==> src/rtl/pixel_mem_pkg.sv <==
// Shared constants and types for the pixel memory port A arbiter.
package pixel_mem_pkg;

  localparam int ADDR_W = 10;
  localparam int DATA_W = 8;

  typedef logic [0:0] req_id_t;

  typedef enum logic [1:0] {
    IDLE = 2'd0,
    OWN0 = 2'd1,
    OWN1 = 2'd2
  } arb_state_t;

endpackage

==> src/rtl/pixel_mem_port_arbiter_rd_tag_pipe.sv <==
// Fixed-depth shift register of {valid, id} tags that tracks reads in flight
// until their data arrives on q_a. A reset empties every stage.
module pixel_mem_port_arbiter_rd_tag_pipe
  import pixel_mem_pkg::*;
#(
  parameter int DEPTH = 2
) (
  input  logic    clk,
  input  logic    rst,
  input  logic    in_valid,
  input  req_id_t in_id,
  output logic    out_valid,
  output req_id_t out_id
);

  logic    valid_reg  [DEPTH];
  req_id_t id_reg     [DEPTH];
  logic    valid_next [DEPTH];
  req_id_t id_next    [DEPTH];

  for (genvar gi = 0; gi < DEPTH; gi++) begin : g_stage
    if (gi == 0) begin : g_head
      assign valid_next[gi] = in_valid;
      assign id_next[gi]    = in_id;
    end else begin : g_body
      assign valid_next[gi] = valid_reg[gi-1];
      assign id_next[gi]    = id_reg[gi-1];
    end

    always_ff @(posedge clk) begin
      if (rst) begin
        valid_reg[gi] <= 1'b0;
        id_reg[gi]    <= '0;
      end else begin
        valid_reg[gi] <= valid_next[gi];
        id_reg[gi]    <= id_next[gi];
      end
    end
  end

  assign out_valid = valid_reg[DEPTH-1];
  assign out_id    = id_reg[DEPTH-1];

endmodule

==> src/rtl/pixel_mem_port_arbiter.sv <==
// Two-requester arbiter for pixel memory port A: round-robin with burst locking,
// drives the memory select/address/data/wren and steers q_a back to the reader.
module pixel_mem_port_arbiter #(
  parameter int ADDR_W     = pixel_mem_pkg::ADDR_W,
  parameter int DATA_W     = pixel_mem_pkg::DATA_W,
  parameter int RD_LATENCY = 2
) (
  input  logic              clk,
  input  logic              rst,
  input  logic [1:0]        req_i,
  input  logic [1:0]        lock_i,
  input  logic [1:0]        we_i,
  input  logic [ADDR_W-1:0] addr0_i,
  input  logic [ADDR_W-1:0] addr1_i,
  input  logic [DATA_W-1:0] wdata0_i,
  input  logic [DATA_W-1:0] wdata1_i,
  output logic [1:0]        gnt_o,
  output logic [1:0]        rvalid_o,
  output logic [DATA_W-1:0] rdata_o,
  output logic              mem_select,
  output logic [ADDR_W-1:0] mem_addr_a_1,
  output logic [ADDR_W-1:0] mem_addr_a_2,
  output logic [DATA_W-1:0] mem_data_a,
  output logic              mem_wren_a,
  input  logic [DATA_W-1:0] mem_q_a
);

  import pixel_mem_pkg::*;

  arb_state_t state_reg, state_next;
  req_id_t    prio_reg, prio_next;  // requester that wins a tie in IDLE
  req_id_t    sel_reg, sel_next;    // last winner, held while nobody is granted
  req_id_t    win_id;
  logic [1:0] gnt;
  logic       any_gnt;

  logic       tag_valid;
  req_id_t    tag_id;

  always_ff @(posedge clk) begin
    if (rst) begin
      state_reg <= IDLE;
      prio_reg  <= 1'b0;
      sel_reg   <= 1'b0;
    end else begin
      state_reg <= state_next;
      prio_reg  <= prio_next;
      sel_reg   <= sel_next;
    end
  end

  always_comb begin
    gnt        = 2'b00;
    win_id     = prio_reg;
    state_next = state_reg;
    if (!rst) begin
      case (state_reg)
        IDLE: begin
          if (req_i == 2'b11)  win_id = prio_reg;
          else if (req_i[0])   win_id = 1'b0;
          else                 win_id = 1'b1;
          if (req_i != 2'b00) begin
            gnt[win_id] = 1'b1;
            if (lock_i[win_id]) state_next = win_id ? OWN1 : OWN0;
          end
        end
        OWN0: begin
          win_id = 1'b0;
          gnt[0] = req_i[0];
          // Releasing the lock still lets a final access through this cycle.
          if (!lock_i[0]) state_next = IDLE;
        end
        OWN1: begin
          win_id = 1'b1;
          gnt[1] = req_i[1];
          if (!lock_i[1]) state_next = IDLE;
        end
        default: state_next = IDLE;
      endcase
    end
  end

  always_comb begin
    any_gnt   = |gnt;
    prio_next = prio_reg;
    sel_next  = sel_reg;
    if (any_gnt) begin
      prio_next = ~win_id;
      sel_next  = win_id;
    end
  end

  assign gnt_o        = gnt;
  assign mem_select   = rst ? 1'b0 : (any_gnt ? win_id : sel_reg);
  assign mem_addr_a_1 = addr0_i;
  assign mem_addr_a_2 = addr1_i;
  assign mem_data_a   = mem_select ? wdata1_i : wdata0_i;
  assign mem_wren_a   = any_gnt & we_i[win_id];

  pixel_mem_port_arbiter_rd_tag_pipe #(
    .DEPTH (RD_LATENCY)
  ) u_rd_tag_pipe (
    .clk       (clk),
    .rst       (rst),
    .in_valid  (any_gnt & ~we_i[win_id]),
    .in_id     (win_id),
    .out_valid (tag_valid),
    .out_id    (tag_id)
  );

  // Tags still in the pipe during a reset cycle belong to discarded reads.
  assign rvalid_o = (tag_valid && !rst) ? (2'b01 << tag_id) : 2'b00;
  assign rdata_o  = mem_q_a;

endmodule

==> config.mk <==
export PLATFORM = sky130hd
export DESIGN_NAME = pixel_mem_port_arbiter
export DESIGN_NICKNAME = d
export VERILOG_FILES = /design/src/rtl/pixel_mem_pkg.sv /design/src/rtl/pixel_mem_port_arbiter_rd_tag_pipe.sv /design/src/rtl/pixel_mem_port_arbiter.sv
export SDC_FILE = /design/constraint.sdc
export NUM_CORES = 1
export LEC_CHECK = 0
export ABC_AREA = 1
export CORE_MARGIN = 3
export CORE_UTILIZATION = 26
export DETAILED_ROUTE_END_ITERATION = 8
export PLACE_DENSITY = 0.8
export SETUP_SLACK_MARGIN = 0.05
export SYNTH_ARGS = -nofsm -noshare
export SYNTH_HDL_FRONTEND = slang
export SYNTH_SLANG_ARGS = --single-unit
==> constraint.sdc <==
create_clock -name clk -period 1.6 [get_ports clk]
set_input_delay 0.32 -clock clk [delete_from_list [all_inputs] [get_ports clk]]
set_output_delay 0.32 -clock clk [all_outputs]
set_load 0.005 [all_outputs]
==> flow_metrics.tcl <==
set metrics [dict create \
    final_nets 203 \
    drt-initial-drc-count 7 \
    start_util 0.278 \
    cts_buffer_depth 2 \
    finalWirelength_um 1960 \
    cts_tree "built" \
    path_class "flop to output pin" \
    slew_violations 0 \
    post-route-drc-count 0 \
    skew_ps 3.67 \
    dpl-instance-area_um2 1030 \
    clk_latency_ps 250 \
    dp_hpwl_um 1400 \
    numCtsBuffers 3 \
    die_h_um 60.5 \
    grt_max_degree 7 \
    multi_input_area_um2 418 \
    via_per_inst 4.43 \
    min_period_ps 1920 \
    min_period_over_period 1.20 \
    synth_cells 120 \
    grt_use_total 0.110 \
    place_congestion 0.919 \
    htreeDepth 1 \
    vias 797 \
    ys_seq_area_frac 0.207 \
    clock_sinks 8 \
    wl_per_cell_um 10.9 \
    antennaDiodeCount 0 \
    global_route.overflow_total 0 \
    syn_nets 172 \
    endpoint_kind "output pin" \
    relSlewSlack 0.822 \
    seq_area_um2 169 \
    r2r_setup_slack_ps 320 \
    final_area_um2 1150 \
    clk_pin_slew_worst_paths_ps 60 \
    sequentialPowerShare 0.278 \
    synth.area.top_cells "buf_4 (27%), dfxtp_1 (21%), nand2_1 (18%), inv_1 (5.3%), nand3_1 (4.5%)" \
    p_comb_frac 0.551 \
    synth_cell_type_count 16 \
    yosys_warnings 0 \
    port_buffers 37 \
    required_ps 1280 \
    ant_nets 0 \
    die_area_um2 3660 \
    grt_pass1_vias 790 \
    switchingPower_uw 320 \
    tightest_slew_ps 267 \
    critPathMaxStageDelay_ps 370 \
    syn_area_um2 772 \
    p_int_uw 580 \
    max_freq_mhz 522 \
    clock-root-buffer "clkbuf_4" \
    slowest_stage "dfxtp_4" \
    die_w_um 60.5 \
    row_count 19 \
    cp-start-kind "flop" \
    violations "setup timing" \
    core-area_um2 2780 \
    synth_area_leader_cell "buf_4" \
    critPathMaxFanout 6 \
    first_pass_iters 4 \
    status "complete, but fails checks" \
    max-vdd-ir-drop_uv 400 \
    drive_above_1_share 0.409 \
    pwr-share-clk 0.171 \
    hold_violations 0 \
    worst_ep_arrival_time_ps 1600 \
    crit_family "buffers and inverters" \
    p_sw_frac 0.355 \
    crit_chain "nor2_4, nand3_2, a21oi_4, buf_6, a21oi_4, buf_6, nand2_1, nand2_1, buf_2" \
    syn_area_per_cell_um2 6.43 \
    tns_ps -2920 \
    nFillCells 283 \
    power.leakage_uw 0.000560 \
    top_level_ports 94 \
    grt_antenna_before_repair 0 \
    synth_seq_cells 8 \
    rsz0062_at_grt "yes" \
    hold_class "flop to flop" \
    area_growth_pct 49.1 \
    fin_ws_ps -317 \
    synth.top_cell.area_share 0.272 \
    power_density_nw_per_um2 782 \
    drv_cap 0 \
    crit_buf_inv 3 \
    grt_first_pass_wirelength_um 3080 \
    setup_viol 11 \
]
-- cell type report --
class / instances / area share
multi-input cells: 72 / 0.363
well taps: 31 / 0.0337
clock buffers: 3 / 0.0196
inverters: 12 / 0.0391
repair buffers: 54 / 0.398
flip-flops and latches: 8 / 0.147
-- cells by family after synthesis --
group                  count (synthesis)  synth area share
AOI/OAI and AO/OA                     12             0.122
and+or+nand+nor                       59             0.326
buffers and inverters                 41             0.345
DFF                                    8             0.207
-- power by group through the flow --
stage	logic, uW	registers [uW]	clock network [uW]
after floorplan	248	245	0
after global placement	414	248	0
final	496	250	154
after CTS	461	250	159
after global routing	546	255	175
after detailed placement	416	249	0
-- placed cells by master, fill, tap and decap left out, drive strengths merged --
cell type / n
nand2: 39
buf: 27
clkdlybuf4s50: 20
inv: 12
nor2: 10
a21oi: 9
nand3: 8
dfxtp: 8
clkbuf: 6
o21ai: 4
dlygate4sd2: 3
nand4: 2
clkdlybuf4s15: 1
-- cells in the mapped netlist --
library cell,n
nand4_1,2
buf_6,1
nor2_1,9
nand2_1,38
nand2_2,1
dfxtp_1,8
nand3_1,7
o21ai_0,3
nor2_4,1
a21oi_1,6
a21oi_4,2
inv_2,1
nand3_2,1
buf_4,28
o21ai_4,1
inv_1,11
-- worst register-to-register path, delay by kind of cell, from the launching register on --
| kind | cells | cell delay [ps] |
|---|---|---|
| AND/OR/NAND/NOR | 4 | 410 |
| buffers and inverters | 3 | 250 |
| flip-flops | 1 | 370 |
| AO/OA/AOI/OAI | 1 | 200 |
-- path summary, 6_finish.rpt --
check                                     startpoint                                     to  depth (start not counted)
setup reg to reg           state_reg[1]$_SDFFE_PP0P_  u_rd_tag_pipe.valid_reg[0]$_SDFF_PP0_                          8
setup / recovery           state_reg[1]$_SDFFE_PP0P_                          mem_data_a[6]                          9
hold reg to reg   u_rd_tag_pipe.id_reg[0]$_SDFF_PP0_     u_rd_tag_pipe.id_reg[1]$_SDFF_PP0_                          2
hold / removal    u_rd_tag_pipe.id_reg[0]$_SDFF_PP0_     u_rd_tag_pipe.id_reg[1]$_SDFF_PP0_                          2
-- timing repair --
action                                  in CTS  in global routing
pin swaps                                   13                  9
hold buffers                                 0                  0
endpoints found under the setup margin      14                 14
resized for setup                           74                 14
gates cloned                                 1                  0
buffers inserted                             5                  3
-- routing by layer --
| metal | vias to the layer above | share of wire | global-route usage |
|---|---|---|---|
| li1 | 405 | - | - |
| met1 | 345 | 0.36 | 0.113 |
| met2 | 43 | 0.52 | 0.194 |
| met3 | 4 | 0.11 | 0.0532 |
| met4 | 0 | 0.015 | 0.0402 |
| met5 | - | 0 | 0 |
-- stage by stage --
stage	setup WS (ps)	total power [uW]	hold slack (ps)	instances	util
final	-317	900	405	180	0.414
after detailed placement	-879	666	396	168	0.369
after floorplan	141	493	388	120	-
after CTS	-334	871	409	177	0.404
after global routing	-429	976	421	180	0.414
after global placement	-851	662	393	168	0.369
Power figures use the tool's default switching activity.
